[config.mk]
export PLATFORM = sky130hd
export DESIGN_NAME = game_sequencer
export DESIGN_NICKNAME = d
export VERILOG_FILES = /design/src/rtl/game_pkg.sv /design/src/rtl/game_sequencer_edge_detect.sv /design/src/rtl/game_sequencer.sv
export SDC_FILE = /design/constraint.sdc
export NUM_CORES = 1
export LEC_CHECK = 0
export CAP_MARGIN = 10
export CORE_MARGIN = 2
export CORE_UTILIZATION = 40
export CTS_BUF_LIST = sky130_fd_sc_hd__clkbuf_8
export CTS_CLUSTER_DIAMETER = 30
export CTS_CLUSTER_SIZE = 24
export DETAILED_ROUTE_END_ITERATION = 10
export HOLD_SLACK_MARGIN = 0.03
export PLACE_DENSITY = 0.68
export SYNTH_ARGS = -nofsm -noshare
export SYNTH_HDL_FRONTEND = slang
export SYNTH_SLANG_ARGS = --single-unit
export TNS_END_PERCENT = 1
[constraint.sdc]
create_clock -name clk_i -period 1.5 [get_ports clk_i]
set_input_delay 0.3 -clock clk_i [delete_from_list [all_inputs] [get_ports clk_i]]
set_output_delay 0.3 -clock clk_i [all_outputs]
set_load 0.005 [all_outputs]
[src/rtl/game_pkg.sv]
// Shared types and widths for the game sequencer and its testbench.
package game_pkg;

  localparam int SCORE_W      = 4;
  localparam int FRAME_CNT_W  = 8;
  localparam int KEYS_W       = 2;
  localparam int X_POS_W      = 10;
  localparam int SCREEN_H_RES = 640;

  typedef enum logic [2:0] {
    ST_IDLE  = 3'd0,
    ST_SERVE = 3'd1,
    ST_PLAY  = 3'd2,
    ST_POINT = 3'd3,
    ST_OVER  = 3'd4
  } game_state_t;

endpackage

[src/rtl/game_sequencer_edge_detect.sv]
// Registered rising-edge detector: pulse is high for the cycle in which level
// is high and the previous sample was low.
module edge_detect #(
  parameter logic RESET_VAL = 1'b1
) (
  input  logic clk,
  input  logic rst_n,
  input  logic level,
  output logic pulse
);

  logic prev;

  // NOTE: resetting the sample high means a key already held when reset
  // releases never looks like a fresh press.
  always_ff @(posedge clk or negedge rst_n) begin
    if (!rst_n) prev <= RESET_VAL;
    else        prev <= level;
  end

  assign pulse = level & ~prev;

endmodule

[src/rtl/game_sequencer.sv]
// Match sequencer: gates game frames, tracks misses/scores and serves the ball
// through IDLE -> SERVE -> PLAY -> POINT -> (SERVE | OVER).
module game_sequencer
  import game_pkg::*;
#(
  parameter int WIN_SCORE    = 7,
  parameter int SERVE_FRAMES = 60,
  parameter int POINT_FRAMES = 30,
  parameter int LEFT_MISS_X  = 4,
  parameter int RIGHT_MISS_X = SCREEN_H_RES - 4
) (
  input  logic               clk_i,
  input  logic               rst_i,
  input  logic [KEYS_W-1:0]  keys_i,
  input  logic               new_frame_i,
  input  logic [X_POS_W-1:0] ball_x_i,
  output logic               game_frame_o,
  output logic               game_rst_o,
  output logic [2:0]         state_o,
  output logic [SCORE_W-1:0] player_score_o,
  output logic [SCORE_W-1:0] pc_score_o,
  output logic               winner_o
);

  localparam logic [SCORE_W-1:0]     WIN     = SCORE_W'(WIN_SCORE);
  localparam logic [FRAME_CNT_W-1:0] SERVE_L = FRAME_CNT_W'(SERVE_FRAMES - 1);
  localparam logic [FRAME_CNT_W-1:0] POINT_L = FRAME_CNT_W'(POINT_FRAMES - 1);

  game_state_t              state;
  logic [FRAME_CNT_W-1:0]   frame_cnt;
  logic [SCORE_W-1:0]       player_score;
  logic [SCORE_W-1:0]       pc_score;
  logic                     game_rst;
  logic                     start_evt;
  logic                     play_strobe;
  logic                     left_miss;
  logic                     right_miss;
  logic                     win_reached;

  edge_detect #(.RESET_VAL(1'b1)) u_start (
    .clk   (clk_i),
    .rst_n (rst_i),
    .level (|keys_i),
    .pulse (start_evt)
  );

  // Left miss wins if both thresholds overlap, so at most one score moves.
  always_comb begin
    play_strobe = new_frame_i && (state == ST_PLAY);
    left_miss   = play_strobe && (ball_x_i < X_POS_W'(LEFT_MISS_X));
    right_miss  = play_strobe && !left_miss && (ball_x_i > X_POS_W'(RIGHT_MISS_X));
    win_reached = (player_score == WIN) || (pc_score == WIN);
  end

  // NOTE: every register below uses <= so all branches see pre-edge values.
  always_ff @(posedge clk_i or negedge rst_i) begin
    if (!rst_i) begin
      state        <= ST_IDLE;
      frame_cnt    <= '0;
      player_score <= '0;
      pc_score     <= '0;
      game_rst     <= 1'b1;
    end else begin
      game_rst <= 1'b0;
      case (state)
        ST_IDLE, ST_OVER: begin
          if (start_evt) begin
            state        <= ST_SERVE;
            frame_cnt    <= '0;
            player_score <= '0;
            pc_score     <= '0;
            game_rst     <= 1'b1;
          end
        end
        ST_SERVE: begin
          if (new_frame_i) begin
            if (frame_cnt == SERVE_L) begin
              state     <= ST_PLAY;
              frame_cnt <= '0;
            end else begin
              frame_cnt <= frame_cnt + FRAME_CNT_W'(1);
            end
          end
        end
        ST_PLAY: begin
          if (left_miss || right_miss) begin
            state     <= ST_POINT;
            frame_cnt <= '0;
          end
          if (left_miss && player_score < WIN) player_score <= player_score + SCORE_W'(1);
          if (right_miss && pc_score < WIN)    pc_score     <= pc_score + SCORE_W'(1);
        end
        ST_POINT: begin
          if (new_frame_i) begin
            if (frame_cnt == POINT_L) begin
              state     <= win_reached ? ST_OVER : ST_SERVE;
              frame_cnt <= '0;
              game_rst  <= !win_reached;
            end else begin
              frame_cnt <= frame_cnt + FRAME_CNT_W'(1);
            end
          end
        end
        default: state <= ST_IDLE;
      endcase
    end
  end

  assign game_frame_o   = play_strobe && !left_miss && !right_miss;
  assign game_rst_o     = game_rst;
  assign state_o        = state;
  assign player_score_o = player_score;
  assign pc_score_o     = pc_score;
  assign winner_o       = (state == ST_OVER) && (pc_score == WIN);

endmodule
==> metrics.md <==
| Metric | Value |
|---|---|
| Post-DP HPWL | `2409 µm` |
| Unique masters post-synth | `41` |
| Post-Synthesis Cells | `141` |
| Synth-to-Final Area Change | `55.93%` |
| Async set or reset register ratio after synthesis | `100.0%` |
| TritonCTS clock tree | `done` |
| Die area | `3716 µm²` |
| Status | `complete, but fails checks` |
| Final WL | `3331 µm` |
| Iter 0 DRT Violations | `58` |
| Most used DFF post-synth | `dfrtp_1` |
| Critical path capture point type | `output pin` |
| Required @ worst endpoint | `1.20 ns` |
| Clock period minus worst slack | `1.699 ns` |
| Number of flops mapped to enable cells by yosys | `0` |
| Initial core utilization | `42.15%` |
| Worst Clk Skew | `0.002202 ns` |
| Final Cell Area | `2023 µm²` |
| GRT Resource Usage Total | `18.76%` |
| Worst-Margin Slew | `0.4014 ns` |
| Antenna diode count | `0` |
| CTS Hold Buffers Added | `0` |
| First-pass GRT wire length | `5285 µm` |
| Final Hold Viols | `0` |
| Power Density | `995.1 nW/µm²` |
| Routability Congestion | `0.8195` |
| Core area | `3078 µm²` |
| Dpl cell area | `1836 µm²` |
| Final setup vio count | `13` |
| Final non-filler cell total | `247` |
| Critical Path Source | `state_o[2]` |
| Post-Synthesis Cell Area | `1297 µm²` |
| Drt pass-1 iters | `4` |
| Leakage | `0.9226 nW` |
| Max-Cap Viols | `0` |
| Die width | `60.96 µm` |
| ANT nets after route | `0` |
| WL/cell | `13.49 µm` |
| Synth warnings | `0` |
| Pins over their slew limit | `0` |
| Synth Register Bits | `21` |
| Layout fillers | `256` |
| # IOs | `29` |
| Share of cells above drive strength 1 | `37.44%` |
| Remaining DRCs | `0` |
| Violated checks | `negative setup slack` |
| RSZ-0062 raised after global routing | `yes` |
| CP Class | `reg2out` |
| Clock slew at reported path FFs | `0.08 ns` |
| Worst Hold Class | `in2async` |
| Die Y | `60.96 µm` |
| Vias in the first global route | `1217` |
| Syn_area_per_cell | `9.202 µm²` |
| CTS Buffer Depth | `2` |
| Worst EP arrival | `1.40 ns` |
| Worst-Skew Late Latency | `0.26 ns` |
| Vias per inst | `5.206` |
| Sequential Area | `530.5 µm²` |
| Sink Count | `21` |
| Number of port buffers | `28` |
| CP Launch Type | `flop` |
| Total CTS buffers | `3` |
| Grt total ovfl | `0` |
| Rel. slew slack | `73.18%` |
| H-tree levels | `1` |
| Critical Path Fanout Max | `2` |
| Row count | `20` |
| Syn nets | `160` |
| Sequential area share after synthesis | `40.69%` |
| Initial antenna violation count | `0` |
| Fin crit share | `113.2%` |
| Placed insts | `239` |
| Final #Nets | `223` |
| FF-to-FF Start | `frame_cnt[0]` |
| Setup TNS Final | `-1.716 ns` |
| Root Buffer | `clkbuf_8` |
| Largest net degree at the start of global routing | `22` |
| Fin util | `65.73%` |
| Peak VDD IR | `0.8633 mV` |
| Via count | `1286` |
| Final WS setup | `-0.1986 ns` |
| Footprint of the multi-input gates | `802.0 µm²` |
| Fmax | `0.5887 GHz` |
cells in the final DEF (no fill, tap or decap), types with 2 or more instances in the layout:
| cell | count |
|---|---|
| clkdlybuf4s50_1 | 5 |
| clkdlybuf4s15_1 | 5 |
| nor2_2 | 2 |
| o22ai_1 | 4 |
| nor2_1 | 6 |
| dfrtp_2 | 2 |
| o21ai_0 | 4 |
| nand3_1 | 4 |
| buf_6 | 6 |
| dlymetal6s2s_1 | 4 |
| dfstp_2 | 2 |
| nand4_1 | 2 |
| buf_4 | 31 |
| or3_1 | 2 |
| dlygate4sd2_1 | 11 |
| a21oi_1 | 8 |
| dfrtp_1 | 17 |
| ha_4 | 2 |
| nand2_1 | 25 |
| mux2i_1 | 2 |
| inv_1 | 6 |
| nor3_4 | 2 |
| o31ai_2 | 2 |
| and3_1 | 3 |
| ha_1 | 2 |
| a21oi_2 | 3 |
| a41oi_1 | 2 |
| o21ai_1 | 4 |
| clkbuf_8 | 3 |
| nor4_2 | 3 |
sequential cells by signal, summed over array words and instances (netlist names):
name	flops
state_o	3
player_score_o	4
game_rst_o	1
pc_score_o	4
u_start.prev	1
frame_cnt	8
cells in the mapped netlist (all sizes together), types with 3 or more instances:
master / n / area, µm²
and3: 3 / 18.77
or3: 3 / 18.77
ha: 4 / 50.05
nor4: 3 / 31.28
nor3: 4 / 42.54
nor2: 9 / 36.29
o21ai: 9 / 45.04
nand3: 5 / 25.02
inv: 7 / 26.28
o22ai: 4 / 25.02
nand2: 25 / 93.84
dfrtp: 19 / 475.5
a21oi: 11 / 55.05
buf: 6 / 42.54
worst max-delay path, cell delays in order (launching register included):
cell and delay, ns:
dfrtp_1 0.40, nor2_2 0.11, nand2_1 0.07, or3_4 0.35, nor2_4 0.10, buf_6 0.10
routing by layer:
metal | global-route usage, % | vias to the layer above | wire length, µm
li1 | - | 632 | -
met1 | 24.17 | 618 | 1445
met2 | 32.87 | 33 | 1709
met3 | 2.985 | 3 | 156
met4 | 4.658 | 0 | 19
met5 | 0 | - | 0
cells by family after synthesis:
kind of cell / count (synthesis) / share of synthesized area [%]
xor+xnor: 1 / 0.6751
fa+ha+maj: 4 / 3.857
compound gates: 34 / 18.23
flops: 21 / 40.69
mux: 2 / 1.543
simple gates: 66 / 29.70
buf+inv: 13 / 5.304
through the flow:
stage | power (mW) | hold WS [ns] | setup slack (ns)
after floorplan | 1.196 | 0.004409 | -0.07687
after global routing | 2.179 | 0.3941 | -0.2877
after global placement | 1.502 | 0.5395 | -0.8084
final | 2.013 | 0.3782 | -0.1986
after detailed placement | 1.529 | 0.5506 | -0.8370
after CTS | 1.917 | 0.3870 | -0.1769
final timing paths:
kind	endpoint	slack (ns)	cells after the start
max	game_frame_o	-0.20	5
min	state_o[1]	0.38	2
max reg2reg	frame_cnt[7]	-0.12	5
min reg2reg	player_score_o[0]	0.57	2
max in group asynchronous	game_rst_o	0.84	2
min in group clk_i	player_score_o[0]	0.57	2
cell type report:
| cell class | instances | area share (%) |
|---|---|---|
| tap | 44 | 2.721 |
| timing repair buffer | 64 | 27.83 |
| clock buffer | 3 | 2.041 |
| inverter | 7 | 1.299 |
| clock inverter | 1 | 0.2474 |
| sequential | 21 | 26.22 |
| multi-input combinational | 107 | 39.64 |
power breakdown:
group	switching [mW]	leakage (nW)	total [mW]	internal, mW
Clock	0.189	0.0255	0.374	0.185
Sequential	0.114	0.262	0.788	0.674
Combinational	0.403	0.635	0.851	0.448
Total	0.706	0.923	2.01	1.31
timing repair:
action / in CTS / in global routing
gates cloned: 0 / 0
hold endpoints to repair: 0 / 0
pin swaps: 8 / 8
resized for setup: 42 / 25
setup buffers: 4 / 0
setup endpoints to repair: 30 / 26
Power figures use the tool's default switching activity.
